==> src/rtl/dmem_write_queue.sv <==
// Write queue between the store buffer and data memory: holds committed stores,
// drains them in order over a valid/ready port, coalesces and forwards to loads.
module dmem_write_queue #(
  parameter int WORD_SIZE_P = 16,
  parameter int WQ_ENTRY    = 4
) (
  input  logic                   clk_i,
  input  logic                   reset_n_i,
  input  logic                   sb_mem_v_i,
  input  logic [WORD_SIZE_P-1:0] sb_mem_addr_i,
  input  logic [WORD_SIZE_P-1:0] sb_mem_data_i,
  output logic                   wq_full_o,
  output logic                   wq_empty_o,
  output logic                   wq_overflow_o,
  input  logic                   ld_v_i,
  input  logic [WORD_SIZE_P-1:0] ld_addr_i,
  output logic                   wq_ld_hit_o,
  output logic [WORD_SIZE_P-1:0] wq_ld_data_o,
  output logic                   mem_w_v_o,
  output logic [WORD_SIZE_P-1:0] mem_w_addr_o,
  output logic [WORD_SIZE_P-1:0] mem_w_data_o,
  input  logic                   mem_w_ready_i
);

  localparam int PTR_W = (WQ_ENTRY > 1) ? $clog2(WQ_ENTRY) : 1;
  localparam int CNT_W = PTR_W + 1;
  localparam logic [CNT_W-1:0] CNT_FULL = CNT_W'(WQ_ENTRY);

  logic [WQ_ENTRY-1:0]    valid_q;
  logic [WORD_SIZE_P-1:0] addr_q [WQ_ENTRY];
  logic [WORD_SIZE_P-1:0] data_q [WQ_ENTRY];
  logic [PTR_W-1:0]       head_q;
  logic [PTR_W-1:0]       tail_q;
  logic [CNT_W-1:0]       count_q;
  logic [CNT_W-1:0]       count_n;
  logic                   overflow_q;

  logic [PTR_W-1:0]       tail_m1;
  logic                   deq;
  logic                   coalesce;
  logic                   enq;
  logic                   drop;
  logic                   fwd_hit;
  logic [WORD_SIZE_P-1:0] fwd_data;

  assign wq_full_o     = (count_q == CNT_FULL);
  assign wq_empty_o    = (count_q == '0);
  assign wq_overflow_o = overflow_q;

  assign mem_w_v_o    = ~wq_empty_o;
  assign mem_w_addr_o = addr_q[head_q];
  assign mem_w_data_o = data_q[head_q];

  // Coalescing needs two entries so the head (possibly mid-write) is never modified.
  assign tail_m1  = tail_q - PTR_W'(1);
  assign deq      = mem_w_v_o & mem_w_ready_i;
  assign coalesce = sb_mem_v_i & (count_q >= CNT_W'(2)) & (addr_q[tail_m1] == sb_mem_addr_i);
  assign enq      = sb_mem_v_i & ~coalesce & ~wq_full_o;
  assign drop     = sb_mem_v_i & ~coalesce & wq_full_o;

  always_comb begin
    count_n = count_q;
    if (enq && !deq)      count_n = count_q + CNT_W'(1);
    else if (!enq && deq) count_n = count_q - CNT_W'(1);
  end

  // Walk oldest to youngest so the youngest matching entry is the last writer.
  always_comb begin
    fwd_hit  = 1'b0;
    fwd_data = '0;
    for (int i = 0; i < WQ_ENTRY; i++) begin
      if (valid_q[head_q + PTR_W'(i)] && (addr_q[head_q + PTR_W'(i)] == ld_addr_i)) begin
        fwd_hit  = 1'b1;
        fwd_data = data_q[head_q + PTR_W'(i)];
      end
    end
  end

  assign wq_ld_hit_o  = ld_v_i & fwd_hit;
  assign wq_ld_data_o = wq_ld_hit_o ? fwd_data : '0;

  always_ff @(posedge clk_i or negedge reset_n_i) begin
    if (!reset_n_i) begin
      valid_q    <= '0;
      head_q     <= '0;
      tail_q     <= '0;
      count_q    <= '0;
      overflow_q <= 1'b0;
    end else begin
      if (deq) begin
        valid_q[head_q] <= 1'b0;
        head_q          <= head_q + PTR_W'(1);
      end
      if (enq) begin
        valid_q[tail_q] <= 1'b1;
        tail_q          <= tail_q + PTR_W'(1);
      end
      count_q <= count_n;
      if (drop) overflow_q <= 1'b1;
    end
  end

  // Payload storage carries no reset; validity is tracked by valid_q/count_q.
  always_ff @(posedge clk_i) begin
    if (enq) begin
      addr_q[tail_q] <= sb_mem_addr_i;
      data_q[tail_q] <= sb_mem_data_i;
    end else if (coalesce) begin
      data_q[tail_m1] <= sb_mem_data_i;
    end
  end

endmodule
==> config.mk <==
export PLATFORM = sky130hd
export DESIGN_NAME = dmem_write_queue
export DESIGN_NICKNAME = d
export VERILOG_FILES = /design/src/rtl/dmem_write_queue.sv
export SDC_FILE = /design/constraint.sdc
export NUM_CORES = 1
export LEC_CHECK = 0
export CAP_MARGIN = 20
export CORE_MARGIN = 4
export CORE_UTILIZATION = 30
export CTS_BUF_LIST = sky130_fd_sc_hd__clkbuf_2
export DETAILED_ROUTE_END_ITERATION = 6
export PLACE_DENSITY = 0.46
export SLEW_MARGIN = 20
export SYNTH_ARGS = -nofsm -noshare
export SYNTH_HDL_FRONTEND = slang
export SYNTH_SLANG_ARGS = --single-unit
==> constraint.sdc <==
create_clock -name clk_i -period 5 [get_ports clk_i]
set_input_delay 1 -clock clk_i [delete_from_list [all_inputs] [get_ports clk_i]]
set_output_delay 1 -clock clk_i [all_outputs]
set_load 0.05 [all_outputs]
# Yosys cells after proc, flatten, opt, wreduce, memory -nomap -nowiden
# Memories as Yosys holds them, arrays and structs flattened.
# Index checks and enable logic that the tools add are counted.
[totals]
n_memories = 2
ram_bits = 128
inputBits = 53
reg_bits = 12
word_cells = 87
output_inout_bits = 53
[classes]
n_addsub = 7
muxes = 33
bitwise_logic = 13
order_cmp = 8
n_reduce_logical = 13
eq_ne = 6
[mem_list]
columns = ["name", "words", "word_bits", "rd", "rd_ports_with_merged_regs", "write_ports", "line", "source"]
rows = [
  ["addr_q", 4, 16, 5, 0, 1, "30", "logic [WORD_SIZE_P-1:0] addr_q [WQ_ENTRY];"],
  ["data_q", 4, 16, 4, 0, 1, "31", "logic [WORD_SIZE_P-1:0] data_q [WQ_ENTRY];"],
]
[op_table]
columns = ["op", "n"]
rows = [
  ["16-bit 2-to-1 mux", 6],
  ["16-bit == test", 5],
  ["1-bit 2-to-1 mux", 16],
  ["16-bit OR reduction", 1],
  ["2-bit by 3-bit less-than comparator with 1-bit output (second input constant)", 5],
  ["1-bit binary-select mux with 2-bit select", 4],
  ["1-bit logical AND", 8],
  ["4-bit 2-to-1 mux", 2],
  ["1-bit bitwise AND", 7],
  ["3-bit 2-to-1 mux", 2],
  ["2-bit by 1-bit adder with 2-bit output (second input constant)", 2],
  ["2-bit adder (second input constant)", 2],
  ["4-bit bitwise AND", 1],
  ["1-bit demux with 2-bit select", 2],
  ["2-bit by 1-bit >= comparator with 1-bit output (second input constant)", 2],
  ["4-bit inverter", 1],
  ["4-bit OR", 1],
  ["3-bit by 1-bit adder with 3-bit output (second input constant)", 1],
  ["3-bit == test (second input constant)", 1],
  ["3-bit by 2-bit >= comparator with 1-bit output (second input constant)", 1],
  ["3-bit logical NOT", 1],
  ["1-bit inverter", 3],
  ["3-bit by 1-bit subtractor with 3-bit output (second input constant)", 1],
  ["1-bit logical NOT", 2],
  ["other kinds (3)", 3],
]

# Longest topological paths before layout
# Gate-level depths: netlist of the first run.
# An unclocked memory read counts as a cell.
[depth]
depth_word = 11
ltp_mapped = 19
mapped_depth_nobuf = 14

# Worst setup path before layout of the first run
# Ideal clock, no wire load.
[synth_timing]
kind = "reg-to-output"
startpoint = "reg head_q[1]"
endpoint = "out wq_ld_data_o[1]"
slack_ns = -1.004
t_arrival_ns = 5.004
required_ns = 4.000
path_stages_with_launch = 19
path_cell_list = "dfrtp_1 > buf_6 > buf_6 > buf_8 > buf_8 > buf_6 > clkbuf_1 > inv_1 > ha_1 > buf_2 > buf_2 > mux4_2 > xnor2_1 > nand4_1 > nor4_2 > o2111ai_2 > buf_4 > o311a_1 > a211oi_1"
[synth_via]
elab_chain_len = 9
[synth_rtl]
columns = ["element", "line", "source"]
rows = [
  ["from (decl)", "32", "logic [PTR_W-1:0] head_q;"],
  ["from (signal assigned)", "92", "head_q <= head_q + PTR_W'(1);"],
  ["2-bit by 1-bit adder with 2-bit output, or another cell as far along", "72, 74", ""],
  ["memory 4 x 16 bit, or another cell as far along", "--", ""],
  ["16-bit == test, or another cell as far along", "72", "if (valid_q[head_q + PTR_W'(i)] && (addr_q[head_q + PTR_W'(i)] == ld_addr_i)) begin"],
  ["1-bit logical AND / 1-bit 2-to-1 mux (equally long branches)", "72", ""],
  ["1-bit 2-to-1 mux (3 in a row)", "72", ""],
  ["1-bit bitwise AND", "79", "assign wq_ld_hit_o = ld_v_i & fwd_hit;"],
  ["16-bit 2-to-1 mux *", "80", "assign wq_ld_data_o = wq_ld_hit_o ? fwd_data : '0;"],
  ["to (decl)", "18", "output logic [WORD_SIZE_P-1:0] wq_ld_data_o,"],
]
# Mark *: on every way between the ends. The rest lies on a longest branch, timed or not. The select of a mux whose other input is x is not followed.

# Final worst setup path of the first run
[layout_timing]
startpoint = "reg head_q[0]"
endpoint = "out wq_ld_data_o[6]"
# The elaborated chain is that of the path after synthesis.

==> results of run 1 <==
-- stage by stage --
stage | cell area (um2) | setup TNS [ps] | total power, mW | worst slack, ps
floorplan | 10320 | 0 | 5.939 | 4.461
global placement | 12030 | 0 | 7.278 | 202.2
detailed placement | 12030 | 0 | 7.307 | 142.8
CTS | 13110 | -2603 | 8.709 | -229.3
global route | 13370 | -5203 | 9.120 | -328.9
finish | 13370 | -1885 | 8.685 | -133.9
-- worst reg2reg max path: stages (launching register included) --
cell and delay [ps]:
dfrtp_1 510, inv_1 130, ha_1 1000, mux4_2 440, xnor2_1 280, nand4_1 160
nor3_1 500, nand4_1 220, and3b_1 380, ha_1 300, inv_1 70, fa_1 400
mux2_2 270
-- power breakdown --
part	switching, mW	leakage, nW	internal (mW)	total [mW]
Clock	0.500	0.125	0.152	0.652
Sequential	0.235	1.31	1.58	1.81
Combinational	3.25	2.78	2.98	6.22
Total	3.98	4.21	4.70	8.69
-- state kept, by name (all words and copies together), names as in the netlist --
| name | flops |
|---|---|
| wq_overflow_o | 1 |
| addr_q | 64 |
| head_q | 2 |
| count_q | 3 |
| valid_q | 4 |
| tail_q | 2 |
| data_q | 64 |
-- timing repair --
action                                  CTS  global route
pin swaps                                 7            34
endpoints found under the setup margin   18            32
buffers inserted                         27             4
hold buffers                              0             0
resized for setup                        68            27
cloned                                    9             0
-- synth_stat cells, drive strengths merged (5+ instances only) --
cell,count
nand2,11
mux4,137
mux2,5
and2,6
xor2,17
inv,9
nor3,5
o311a,16
nand4,13
nand3,36
dfrtp,12
buf,39
xnor2,65
a211oi,17
a31o,5
mux2i,21
ha,9
o21ai,20
nor2,6
clkbuf,24
edfxtp,128
o2111ai,18
-- routing by layer --
| metal | GRT usage, % | share of wire [%] |
|---|---|---|
| met4 | 5.028 | 2.2 |
| met2 | 30.50 | 51 |
| met1 | 22.67 | 42 |
| met5 | 0 | 0.034 |
| met3 | 2.926 | 4.8 |
-- final cells by class --
cell class / instances / area share (%)
Tap cell: 442 / 4.137
Antenna cell: 2 / 0.03744
Inverter: 9 / 0.3276
Sequential cell: 140 / 31.06
Multi-Input combinational cell: 441 / 46.37
Clock inverter: 14 / 0.9361
Timing Repair Buffer: 179 / 16.46
Clock buffer: 18 / 0.6740
-- how the worst max path moves through the flow --
stage / startpoint / endpoint / slack, ps / cells past startpoint
after floorplan: head_q[1] / wq_ld_data_o[10] / 4 / 18
after global placement: ld_addr_i[2] / wq_ld_data_o[12] / 200 / 10
after detailed placement: ld_addr_i[2] / wq_ld_data_o[7] / 140 / 10
after CTS: head_q[0] / wq_ld_data_o[7] / -230 / 11
after global routing: head_q[0] / wq_ld_data_o[6] / -330 / 11
final: head_q[0] / wq_ld_data_o[6] / -130 / 11
-- cell families (layout without fill, tap and decap cells) --
group / after synthesis / after routing / synth area share (%)
adder cells (fa/ha/maj): 10 / 10 / 1.312
multiplexers: 163 / 163 / 33.43
AND/OR/NAND/NOR: 89 / 89 / 4.876
flip-flops: 140 / 140 / 40.99
buffers and inverters: 72 / 220 / 4.171
other: 0 / 2 / 0
AO/OA/AOI/OAI: 97 / 97 / 8.119
XOR/XNOR: 82 / 82 / 7.104
==> summary.md, run 1 <==
| Metric | Value |
|---|---|
| HPWL Detailed | 20650 um |
| EDFF count, synth | 128 |
| CP endpoint kind | output pin |
| Clk_skew | 58.80 ps |
| Multi-input gate area | 6198 um2 |
| CTS Buf Count | 17 |
| Die W | 191.6 um |
| R2R Path Start | tail_q[1] |
| Delay of the slowest critical-path stage | 540 ps |
| Violated checks | negative setup slack |
| Peak fanout along the critical path | 8 |
| Post-synth top area share | 38.02% |
| Buffers & Inverters on Critical Path | 4 |
| Main synth FF type | edfxtp_1 |
| Worst hold path type | flip-flop to flip-flop |
| Core area | approximately 33000 um2 |
| GP Congestion | between 0.7 and 0.8 |
| Largest net degree at the start of global routing | 67 |
| Seq cells post-synth | 140 |
| GRT Total Usage | 17.54% |
| Fin Hold WS | 511.0 ps |
| Commonest non-fill, non-tap cell in the layout | mux4_2 |
| Routed Antenna Nets | 0 |
| Slew Limit Headroom | between 20 and 30% |
| H-tree lvl count | 4 |
| Layout cell share with drive strength beyond 1 | between 40 and 50% |
| Chip height | 191.6 um |
| Initial core utilization | 30.76% |
| Std cell rows | 66 |
| Yosys cell types | 57 |
| P_leak | 4.210 nW |
| Crit Reg-Reg Endpoint | count_q[1] |
| Synth Area per Inst | 15.48 um2 |
| Worst EP arrival | about 4100 ps |
| DRT iter0 DRCs | 517 |
| Area contributors post-synth | edfxtp_1, mux4_2, xnor2_1 |
| Layout fillers | 3067 |
| CTS tree | done |
| Status | complete, but fails checks |
| Die area | ~37000 um2 |
| P&R area growth vs syn | 32.22% |
| Final Critical Period | 5134 ps |
| Clk slew on worst S/H paths | 260 ps |
| Post-synth net total | 716 |
| Clock tree buffer depth | 2 |
| Residual DRC | 0 |
| GRT overflow | 0 |
| Pre-Repair DR Iteration Count | 5 |
| Initial antenna violation count | 2 |
| Setup crit start kind | flip-flop |
| # setup viols final | 16 |
| Sequential area share after synthesis | 40.99% |
| Clk Latency, worst-skew pair | between 700 and 800 ps |
| Ys Warns | 0 |
| Cells along the critical path | buf_12, buf_16, mux4_2, xnor2_2, nand4_1, nor4_4, o2111ai_4, clkbuf_16, o311a_4, a211oi_4, buf_12 |
| Routed via count | between 7000 and 8000 |
| CP delay by family, top | compound AO/OA/AOI/OAI gates |
| Slew Limit Fails | 0 |
| Crit Path Category | flip-flop to output pin |
| Final WL | 32080 um |
| Most frequent cells in the layout | mux4_2, edfxtp_1, clkdlybuf4s50_1 |
| Worst Hold Launch | wq_overflow_o |
| Worst Slack Setup Final | -133.9 ps |
| Period utilisation layout | 102.7% |
| Slowest-stage cell, CP | mux4_2 |
| Asr flop ratio synth | ~8.6% |
| Power Density | 649.8 nW/um2 |
| WP data required | 4000 ps |
| I/O Pins | 106 |
| Finished Layout Cells | 1245 |
| Post-Place Cells | 1171 |
| RSZ-0062 raised after global routing | yes |
| Worst Hold End | wq_overflow_o |
| Worst slew pin tran | 1062 ps |
| Max-cap viol count | 0 |
| Worst IR Drop VDD | 0.0003606 V |
| Cells after synthesis | 653 |
| Clk sink count | 140 |
| Storage cell area | about 4200 um2 |
| Crit path top cell by count | buf_12 |
| CTS root buf | clkbuf_2 |
| Mapped Area | 10110 um2 |
| Reg2reg setup slack | 250 ps |
| First-pass GRT wire length | 47830 um |
| Final hold violations | 0 |
| Number of global-route vias before repair | 7492 |
| WL/cell | 25.77 um |
| Core Util, Final | 40.67% |
| Max Clk Rate | about 190 MHz |
| NumNets Final | approximately 850 |
| Hold Path Cell Cnt | 1 |
| Port bufs | 105 |
| Vias/cell | 5.678 |
| Synth area leader | edfxtp_1 |
| Worst reg-to-reg path cell count | 12 |
(Power assumes the default switching activity.)
==> inputs of run 2 (changes only) <==
--- a/config.mk
+++ b/config.mk
@@ -6,11 +6,12 @@
 export NUM_CORES = 1
 export LEC_CHECK = 0
 export CAP_MARGIN = 20
-export CORE_MARGIN = 4
-export CORE_UTILIZATION = 30
+export CORE_MARGIN = 1
+export CORE_UTILIZATION = 35
 export CTS_BUF_LIST = sky130_fd_sc_hd__clkbuf_2
+export CTS_CLUSTER_SIZE = 24
 export DETAILED_ROUTE_END_ITERATION = 6
-export PLACE_DENSITY = 0.46
+export PLACE_DENSITY = 0.53
 export SLEW_MARGIN = 20
 export SYNTH_ARGS = -nofsm -noshare
 export SYNTH_HDL_FRONTEND = slang
==> run 2 against run 1 <==
The flow still finishes with violations (negative setup slack). Sequential power hardly changed. Clock power is 1% lower. Die area is 19% lower. Flip-flop and latch count stayed put. Design area is 4.6% lower. Non-clock buffer count is 20 lower. Final cell count is 6.7% lower. Global-route usage is 2.9 points higher. First-iteration DRC count is 23% higher. Utilization is 4.7 points higher. Wire length is 7.4% lower. Critical path type unchanged. Critical endpoint is now wq_ld_data_o[7]. Largest power group unchanged.
==> summary.md, run 2 (synthesis gave the netlist of run 1 again) <==
| Metric | Value |
|---|---|
| Worst IR Drop VDD | 0.0005419 V |
| CP startpoint | head_q[1] |
| Die area | approximately 30000 um2 |
| H-tree lvl count | 4 |
| Worst reg-to-reg path cell count | 13 |
| Core area | 28090 um2 |
| Clk_skew | 40.84 ps |
| Delay of the slowest critical-path stage | 520 ps |
| CP endpoint kind | output pin |
| Power Density | 657.6 nW/um2 |
| Initial core utilization | 35.99% |
| Routed via count | a little over 7000 |
| Port bufs | 105 |
| CTS root buf | clkbuf_2 |
| Worst Hold End | wq_overflow_o |
| Number of global-route vias before repair | roughly 7400 |
| Vias/cell | 6.124 |
| Max-cap viol count | 0 |
| Status | complete, but fails checks |
| First-pass GRT wire length | 44390 um |
| Initial antenna violation count | 2 |
| Peak fanout along the critical path | 14 |
| Worst Hold Launch | wq_overflow_o |
| Clk sink count | 140 |
| Setup crit start kind | flip-flop |
| Worst Slack Setup Final | -129.9 ps |
| Violated checks | negative setup slack |
| Cells along the critical path | inv_4, ha_4, buf_4, buf_6, mux2i_1, o211ai_1, a211oi_1, o2111ai_4, buf_12, o311a_1, a211oi_4, buf_12 |
| Reg2reg setup slack | 380 ps |
| Hold Path Cell Cnt | 1 |
| HPWL Detailed | between 15000 and 20000 um |
| Finished Layout Cells | 1161 |
| Post-Place Cells | 1101 |
| Worst slew pin tran | 1155 ps |
| NumNets Final | 831 |
| GRT Total Usage | between 20% and 30% |
| DRT iter0 DRCs | 635 |
| Worst EP arrival | 4130 ps |
| Chip height | 172.0 um |
| Layout fillers | 2505 |
| Slowest-stage cell, CP | dfrtp_4 |
| Most frequent cells in the layout | mux4_2, edfxtp_1, clkdlybuf4s50_1 |
| Largest net degree at the start of global routing | 65 |
| I/O Pins | 106 |
| GRT overflow | 0 |
| Fin Hold WS | 517.3 ps |
| Crit Reg-Reg Endpoint | count_q[1] |
| Core Util, Final | 45.41% |
| Clk slew on worst S/H paths | 230 ps |
| Worst hold path type | flip-flop to flip-flop |
| WP data required | 4000 ps |
| Layout cell share with drive strength beyond 1 | roughly two fifths |
| Pre-Repair DR Iteration Count | 7 |
| WL/cell | between 20 and 30 um |
| CTS tree | done |
| Final Power | ~8.4 mW |
| Clock tree buffer depth | 2 |
| Routed Antenna Nets | 0 |
| CTS Buf Count | 17 |
| # setup viols final | 16 |
| Die W | 172.0 um |
| Max Clk Rate | 194.9 MHz |
| R2R Path Start | tail_q[1] |
| Final WL | 29720 um |
| Crit Path Category | flip-flop to output pin |
| P_leak | 3.977 nW |
| Period utilisation layout | 102.6% |
| Crit path top cell by count | buf_12 |
| Final hold violations | 0 |
| Clk Latency, worst-skew pair | around 750 ps |
| Residual DRC | 0 |
| Final Critical Period | 5130 ps |
| Std cell rows | 61 |
| Slew Limit Fails | 0 |
| Slew Limit Headroom | 23.02% |
| RSZ-0062 raised after global routing | yes |
| Biggest regs | addr_q (64), data_q (64), valid_q (4) |
| GP Congestion | ~0.84 |
| P&R area growth vs syn | 26.16% |
[run 2: cell count changes in the layout (fill, tap and decap cells not counted), sizes merged]
cell / before / now
buf: 84 / 68
bufbuf: 6 / 1
clkinv: 1 / 4
clkinvlp: 4 / 3
inv: 18 / 17
[run 2: power breakdown]
group	internal [mW]	switching (mW)	total [mW]
Sequential	1.58	0.235	1.81
Clock	0.149	0.496	0.645
Combinational	2.79	3.15	5.93
Total	4.51	3.88	8.39
[run 2: worst max-delay path by stage]
stage                             to  slack, ps  cells past startpoint
floorplan           wq_ld_data_o[10]          4                     18
global placement    wq_ld_data_o[11]        210                      8
detailed placement   wq_ld_data_o[7]         80                      8
CTS                 wq_ld_data_o[10]       -160                     13
global route         wq_ld_data_o[2]       -360                     12
finish               wq_ld_data_o[7]       -130                     12
[run 2: per-stage QoR]
stage / area, um2 / setup slack [ps] / setup TNS [ps]
finish: 12750 / -129.9 / -1622
global route: 12750 / -357.0 / -5595
floorplan: 10320 / 4.461 / 0
global placement: 11880 / 205.1 / 0
CTS: 12510 / -159.3 / -2251
detailed placement: 11900 / 83.87 / 0
[run 2: layout make-up]
class                           count  area (um2)  area share, %
Antenna cell                        2       5.005        0.03924
Clock buffer                       17       85.08         0.6671
Clock inverter                     15       130.1          1.020
Inverter                            9       38.79         0.3041
Multi-Input combinational cell    441        5967          46.78
Sequential cell                   140        4151          32.55
Tap cell                          378       473.0          3.708
Timing Repair Buffer              159        1904          14.93
[run 2: critical path: cells and delay by family, from the launching register on]
| kind | cells | cell delay (ps) |
|---|---|---|
| DFF | 1 | 520 |
| buffers and inverters | 5 | 780 |
| muxes | 1 | 290 |
| AOI/OAI and AO/OA | 5 | 1450 |
| adders and majority gates | 1 | 340 |
[run 2: repair_timing]
action / CTS / global route
resized for setup: 27 / 18
hold buffers: 0 / 0
setup endpoints to repair: 17 / 17
pin swaps: 8 / 7
cloned: 3 / 3
buffers inserted: 13 / 8
hold endpoints to repair: 0 / 0
[run 2: metal layers]
layer,track usage [%],up-vias,routed length (um)
li1,-,2995,-
met1,26.08,3733,12160
met2,34.31,328,14870
met3,3.937,54,1813
met4,7.965,0,880
met5,0,-,0
